<file path="config.mk">
export PLATFORM = sky130hd
export DESIGN_NAME = coax_rx_bit_timer
export DESIGN_NICKNAME = d
export VERILOG_FILES = /design/src/rtl/coax_rx_bit_timer.sv
export SDC_FILE = /design/constraint.sdc
export NUM_CORES = 1
export LEC_CHECK = 0
export CORE_AREA = 2 2 39 41
export CTS_CLUSTER_DIAMETER = 50
export CTS_CLUSTER_SIZE = 14
export DETAILED_ROUTE_END_ITERATION = 16
export DIE_AREA = 0 0 41 43
export PLACE_DENSITY_LB_ADDON = 0.08
export SETUP_SLACK_MARGIN = 0.05
export SYNTH_ARGS = -nofsm -noshare
export SYNTH_HDL_FRONTEND = slang
export SYNTH_SLANG_ARGS = --single-unit
</file>
<file path="constraint.sdc">
create_clock -name clk -period 1.8 [get_ports clk]
set_clock_uncertainty 0.15 [all_clocks]
set_input_delay 0.18 -clock clk [delete_from_list [all_inputs] [get_ports clk]]
set_output_delay 0.18 -clock clk [all_outputs]
set_load 0.01 [all_outputs]
</file>
<file path="src/rtl/coax_rx_bit_timer.sv">
// Receive bit timer for the biphase coax line: synchronizes rx, locks a bit-period counter to
// mid-bit transitions and produces half-bit sampling strobes for the deserializer.
module coax_rx_bit_timer #(
  parameter int unsigned CLOCKS_PER_BIT = 8,
  parameter int unsigned TOLERANCE      = 1,
  parameter int unsigned LOSS_BITS      = 2
) (
  input  logic clk,
  input  logic reset,
  input  logic rx,
  output logic rx_sync,
  output logic locked,
  output logic first_sample_strobe,
  output logic second_sample_strobe,
  output logic bit_strobe,
  output logic first_half,
  output logic second_half
);

  localparam int unsigned CW = $clog2(CLOCKS_PER_BIT) + 1;
  localparam int unsigned MW = $clog2(LOSS_BITS + 1);

  localparam logic [CW-1:0] Mid     = CW'(CLOCKS_PER_BIT / 2);
  localparam logic [CW-1:0] MidNext = CW'(CLOCKS_PER_BIT / 2 + 1);
  localparam logic [CW-1:0] WinLo   = CW'(CLOCKS_PER_BIT / 2 - TOLERANCE);
  localparam logic [CW-1:0] WinHi   = CW'(CLOCKS_PER_BIT / 2 + TOLERANCE);
  localparam logic [CW-1:0] Quarter = CW'(CLOCKS_PER_BIT / 4);
  localparam logic [CW-1:0] ThreeQ  = CW'(3 * CLOCKS_PER_BIT / 4);
  localparam logic [CW-1:0] Last    = CW'(CLOCKS_PER_BIT - 1);
  localparam logic [MW-1:0] LossMax = MW'(LOSS_BITS);

  typedef enum logic {StUnlocked, StLocked} state_e;

  state_e          state_q, state_d;
  logic [CW-1:0]   counter_q, counter_d;
  logic [MW-1:0]   missed_q, missed_d;
  logic [MW-1:0]   missed_inc;
  logic            mid_seen_q, mid_seen_d;
  logic            rx_s1_q, rx_s2_q, rx_d_q;
  logic            rx_edge;
  logic            in_window;
  logic            at_last;

  always_ff @(posedge clk or posedge reset) begin
    if (reset) begin
      rx_s1_q    <= 1'b0;
      rx_s2_q    <= 1'b0;
      rx_d_q     <= 1'b0;
      state_q    <= StUnlocked;
      counter_q  <= '0;
      missed_q   <= '0;
      mid_seen_q <= 1'b0;
    end else begin
      rx_s1_q    <= rx;
      rx_s2_q    <= rx_s1_q;
      rx_d_q     <= rx_s2_q;
      state_q    <= state_d;
      counter_q  <= counter_d;
      missed_q   <= missed_d;
      mid_seen_q <= mid_seen_d;
    end
  end

  assign rx_edge    = rx_s2_q != rx_d_q;
  assign in_window  = (counter_q >= WinLo) && (counter_q <= WinHi);
  assign at_last    = counter_q == Last;
  assign missed_inc = missed_q + MW'(1);

  always_comb begin
    state_d    = state_q;
    counter_d  = counter_q;
    missed_d   = missed_q;
    mid_seen_d = mid_seen_q;
    unique case (state_q)
      StUnlocked: begin
        counter_d = '0;
        // The first edge seen is assumed to be mid-bit; its cycle counts as Mid.
        if (rx_edge) begin
          state_d    = StLocked;
          counter_d  = MidNext;
          mid_seen_d = 1'b1;
          missed_d   = '0;
        end
      end
      StLocked: begin
        counter_d = at_last ? '0 : counter_q + CW'(1);
        // Edges outside the window are bit-boundary transitions and only free-run.
        if (rx_edge && in_window) begin
          counter_d  = MidNext;
          mid_seen_d = 1'b1;
        end
        if (at_last) begin
          mid_seen_d = 1'b0;
          if (mid_seen_q) begin
            missed_d = '0;
          end else if (missed_inc == LossMax) begin
            state_d   = StUnlocked;
            counter_d = '0;
            missed_d  = '0;
          end else begin
            missed_d = missed_inc;
          end
        end
      end
      default: state_d = StUnlocked;
    endcase
  end

  assign rx_sync              = rx_s2_q;
  assign locked               = state_q == StLocked;
  assign first_sample_strobe  = locked && (counter_q == Quarter);
  assign second_sample_strobe = locked && (counter_q == ThreeQ);
  assign bit_strobe           = locked && at_last;
  assign first_half           = locked && (counter_q < Mid);
  assign second_half          = locked && (counter_q >= Mid);

endmodule
</file>
* Word level (Yosys, flattened, before mapping) *
Index checks and enable logic that the tools add are counted.

cells by class
  $add $sub $neg = 2
  order comparisons = 4
  eq/ne operators = 8
  multiplexer cells = 21
  bitwise gates (word level) = 1
  reductions and logical operators = 9

operator list
  operator                                                            count
  two-way mux 4 bit                                                   5
  equality test 4 x 3 -> 1 bit (second input constant)                2
  two-way mux 2 bit                                                   4
  case mux 4 bit (2 select lines)                                     1
  logical AND 1 bit                                                   7
  two-way mux 1 bit                                                   7
  adder 4 x 1 -> 4 bit (second input constant)                        1
  equality test 4 x 2 -> 1 bit (second input constant)                1
  greater-or-equal comparator 4 x 2 -> 1 bit (second input constant)  1
  greater-or-equal comparator 4 x 3 -> 1 bit (second input constant)  1
  less-or-equal comparator 4 x 3 -> 1 bit (second input constant)     1
  < comparator 4 x 3 -> 1 bit (second input constant)                 1
  case mux 1 bit (2 select lines)                                     2
  case mux 2 bit (2 select lines)                                     1
  AND reduction 2 bit                                                 2
  two-way mux 3 bit                                                   1
  inequality test 3 x 1 -> 1 bit (second input constant)              1
  adder 2 x 1 -> 2 bit (second input constant)                        1
  equality test 2 bit (second input constant)                         1
  inequality test 2 x 1 -> 1 bit (second input constant)              1
  inequality test 2 bit (second input constant)                       1
  inequality test 1 bit                                               1
  NOT 1 bit                                                           1

word-level totals
  register bits = 11
  input bits = 3
  output and inout port bits = 7
  word-level logic and storage cells = 52

* Logic depth before layout (Yosys ltp) *
Gate-level depths: netlist (run 1).

  depth after elaboration = 8
  mapped depth = 5
  gate-level depth less buffers = 5

* Least setup slack after synthesis (run 1) *
OpenSTA, ideal clock, no wires.

  path type = reg2reg
  from = register counter_q[0]
  to = register counter_q[1]
  library setup time = 0.099 ns
  arrival = 1.201 ns
  data required time = 1.551 ns
  setup slack = 0.349 ns
  cell stages (with the launch flop) = 6
  buffers on the path = 0
  clock period less this slack = 1.451 ns
  cells stage by stage = dfrtp_1 > inv_1 > ha_1 > nor3b_4 > o41ai_1 > a311oi_1

between the ends
  cells in the longest elaborated chain, start to end = 8
  elaborated cells on any way between the ends = 12
  classes of those cells = 1 x add/sub; 2 x order compare; 1 x eq/ne; 6 x mux; 2 x reduce/logical

ends and longest elaborated chain
  item                                                                                                   line  text
  start: declaration                                                                                     35    logic [CW-1:0] counter_q, counter_d;
  start signal: assignment                                                                               58    counter_q <= counter_d;
  greater-or-equal comparator 4 x 2 -> 1 bit or less-or-equal comparator 4 x 3 -> 1 bit (tied branches)  65    assign in_window = (counter_q >= WinLo) && (counter_q <= WinHi);
  logical AND 1 bit                                                                                      65
  logical AND 1 bit                                                                                      88    if (rx_edge && in_window) begin
  two-way mux 4 bit                                                                                      88
  two-way mux 4 bit                                                                                      96    end else if (missed_inc == LossMax) begin
  two-way mux 4 bit                                                                                      94    if (mid_seen_q) begin
  two-way mux 4 bit (*)                                                                                  92    if (at_last) begin
  case mux 4 bit (2 select lines) (*)                                                                    74    unique case (state_q)
  via counter_d[1]                                                                                       35

Mark *: on every way through the listed nets, which the timed path passes. The rest lies on a longest branch.
A chain may end at the register's enable or synchronous reset.

* Worst setup path after layout (run 1) *
Ends and elaborated chain as after synthesis.

==> out/metrics.csv, run 1 <==
metric;value;unit
status;finished clean;
drt_pass1_iterations;4;
synth_top_cell_area_share;43.91;%
setup_tns;0;ns
synth.largest_area_cell;dfrtp_1;
wl;1172;µm
synth_edf_count;0;
path_buf_inv;2;
grt_max_degree;12;
diodes;0;
cp_slowest_stage_delay;0.38;ns
ys_types;28;
r2r_setup_slack;0.14;ns
cp-end-kind;flop;
cts_hold_buf;0;
start_util;45.30;%
synth_warnings;0;
p_sw_share;39.78;%
synthFlopType;dfrtp_1;
crit_end;counter_q[1];
final_cells;94;
pwr-share-seq;30.2;%
critical_path_depth;6;
power.leakage;0.0004125;µW
dr_total_vias;474;
crit_fanout;3;
area_delta_synth_final;30.34;%
async_flop_share;100.0;%
combinationalPowerShare;56.8;%
routedWlPerCell;12.47;µm
drv_cap;0;
h-tree-depth;1;
cp.arrival;1.69;ns
grtUsageMet3;3.141;%
p_clk_share;12.9;%
drive_gt1_share;29.49;%
fillerInstances;127;
synth_area_per_cell;10.81;µm²
synthCells;58;
ios;10;
r2r_end;counter_q[1];
finalCritPeriodShare;92.15;%
fin_nets;86;
syn_nets;65;
met2_usage;24.69;%
ys_seq_area_share;43.91;%
max_freq;0.6029;GHz
internal_power;800.5;µW
dp_cells;88;
cp-startpoint;counter_q[0];
hold_path.class;in2async;
drtIter0Drc;5;
critPathSlowestCell;dfrtp_1;
ys_seq_elements;11;
post-synth-top-count-cell;dfrtp_1;
tightest_slew;0.4138;ns
gp_congestion;0.7206;
finalSetupViolCount;0;
grt_pass1_vias;444;
dp_hpwl;847;µm
grt_setup_unrepaired;no;
clockBufferDepth;2;
power.switching;528.9;µW
grtUsageTotal;17.01;%
crit_chain;inv_1 -> buf_4 -> ha_1 -> nor3b_4 -> o41ai_2 -> a311oi_1;
r2r_start;counter_q[0];
die_w;41;µm
cp.required;1.83;ns
grtUsageMet1;21.65;%
rows;14;
ir_drop;0.0006518;V
viasPerCell;5.043;
clk_pin_slew;0.08;ns
insertion_delay;0.27;ns
p_per_area;1627;nW/µm²
crit_type;reg2reg;
fp.dieH;43;µm
grt_overflow;0;
ant_nets;0;
yosys-top-cells-area;dfrtp_1 44%, ha_1 8.0%, inv_1 4.2%;
cts_made_buffers;3;
die-area;1763;µm²
cts_tree;yes;
slew_viol_final;0;
core_area;1384;µm²
portBuffers;9;
antenna_found_initial;0;
startpoint_type;flop;
grt_pass1_wl;1897;µm
synth_area;626.9;µm²
drc_errors;0;
final.min_clock_period;1.659;ns
critical_path.top_delay_family;flip-flops;
cts_root_buf;clkbuf_4;
hold_viol;0;
r2r_cells;6;
cts.sinks;11;
synth.top_cells.by_count;11 x dfrtp_1, 7 x inv_1, 6 x nor2_1;
max_slew_margin;72.39;%
top_usage_layer;met2;
-- per-layer routing --
metal / up-vias / routed length [µm] / part of all wire (%)
met2: 10 / 569 / 49
met1: 213 / 531 / 45
met5: - / 0 / 0
li1: 246 / - / -
met3: 5 / 38 / 3.2
met4: 0 / 34 / 2.9
-- flip-flops by register name, summed over array words and instances (netlist names) --
signal,count
counter_q,4
locked,1
mid_seen_q,1
missed_q,2
rx_d_q,1
rx_s1_q,1
rx_sync,1
-- stage by stage --
stage          utilization, %  hold slack [ns]  power (µW)  cell area, µm²  setup WS (ns)
2_1_floorplan               -          -0.1176       890.6           626.9         0.3494
3_3_place_gp            56.06           0.1849        1162           775.7        0.08868
3_5_place_dp            56.06           0.1950        1159           775.7        0.07889
4_1_cts                 58.23          0.05294        1331           805.8        0.04798
5_1_grt                 59.04          0.08614        1444           817.0        0.06662
6_report                59.04          0.03716        1329           817.0         0.1413
-- cells by family (layout without fill, tap and decap cells) --
family                     Yosys count  after routing  share of synthesized area (%)
xor gates and xnor gates             3              3                          4.192
buffers and inverters               10             30                          7.586
and+or+nand+nor                     16             16                          15.77
muxes                                2              2                          3.194
DFF                                 11             11                          43.91
AOI/OAI and AO/OA                   12             12                          17.37
adders and majority gates            4              4                          7.984
-- power by group through the flow --
stage / sequential, µW / combinational, µW / clock, µW
after floorplan: 381 / 509 / 0
after global placement: 407 / 755 / 0
after detailed placement: 408 / 751 / 0
after CTS: 401 / 752 / 177
after global routing: 415 / 834 / 195
final: 402 / 756 / 172
-- cell usage in the layout (no fill, tap or decap), types with 2 or more instances in the layout --
| cell | Yosys | routed |
|---|---|---|
| clkdlybuf4s50_1 | 0 | 3 |
| nor3b_1 | 2 | 2 |
| nand2_1 | 2 | 2 |
| nor2_1 | 6 | 6 |
| clkbuf_2 | 0 | 3 |
| o41ai_2 | 1 | 2 |
| ha_1 | 4 | 3 |
| buf_4 | 0 | 10 |
| clkbuf_4 | 0 | 3 |
| dlymetal6s2s_1 | 0 | 2 |
| mux2i_1 | 2 | 2 |
| xor2_1 | 2 | 2 |
| dfrtp_1 | 11 | 11 |
| o21ai_0 | 2 | 2 |
| inv_1 | 7 | 7 |
-- timing repair --
item,4_1_cts,5_1_grt
gates resized for setup,4,12
hold endpoints to repair,0,0
pin swaps,0,1
buffers inserted,1,1
setup endpoints to repair,4,7
-- final cells by class --
class | count | area, µm² | area share, %
Timing Repair Buffer | 19 | 153.9 | 18.84
Sequential cell | 11 | 275.3 | 33.69
Clock inverter | 1 | 5.005 | 0.6126
Multi-Input combinational cell | 37 | 314.1 | 38.44
Clock buffer | 3 | 22.52 | 2.757
Inverter | 7 | 26.28 | 3.216
Tap cell | 16 | 20.02 | 2.450
-- how the worst min path moves through the flow --
| stage | from | end | slack, ns | cells past startpoint |
|---|---|---|---|---|
| after floorplan | reset | counter_q[0] | -0.12 | 1 |
| after global placement | rx_s1_q | rx_sync | 0.18 | 0 |
| after detailed placement | rx_s1_q | rx_sync | 0.20 | 0 |
| after CTS | reset | counter_q[0] | 0.05 | 2 |
| after global routing | reset | rx_sync | 0.09 | 2 |
| final | reset | missed_q[0] | 0.04 | 2 |
Note: power is estimated with default switching activity, not from simulation.
==> run 2, diff against run 1 <==
--- a/config.mk
+++ b/config.mk
@@ -12,6 +12,7 @@
 export DIE_AREA = 0 0 41 43
 export PLACE_DENSITY_LB_ADDON = 0.08
 export SETUP_SLACK_MARGIN = 0.05
+export SLEW_MARGIN = 40
 export SYNTH_ARGS = -nofsm -noshare
 export SYNTH_HDL_FRONTEND = slang
 export SYNTH_SLANG_ARGS = --single-unit
==> results of run 2 <==
No change in the layout: final DEF, timing and power equal those of run 1.
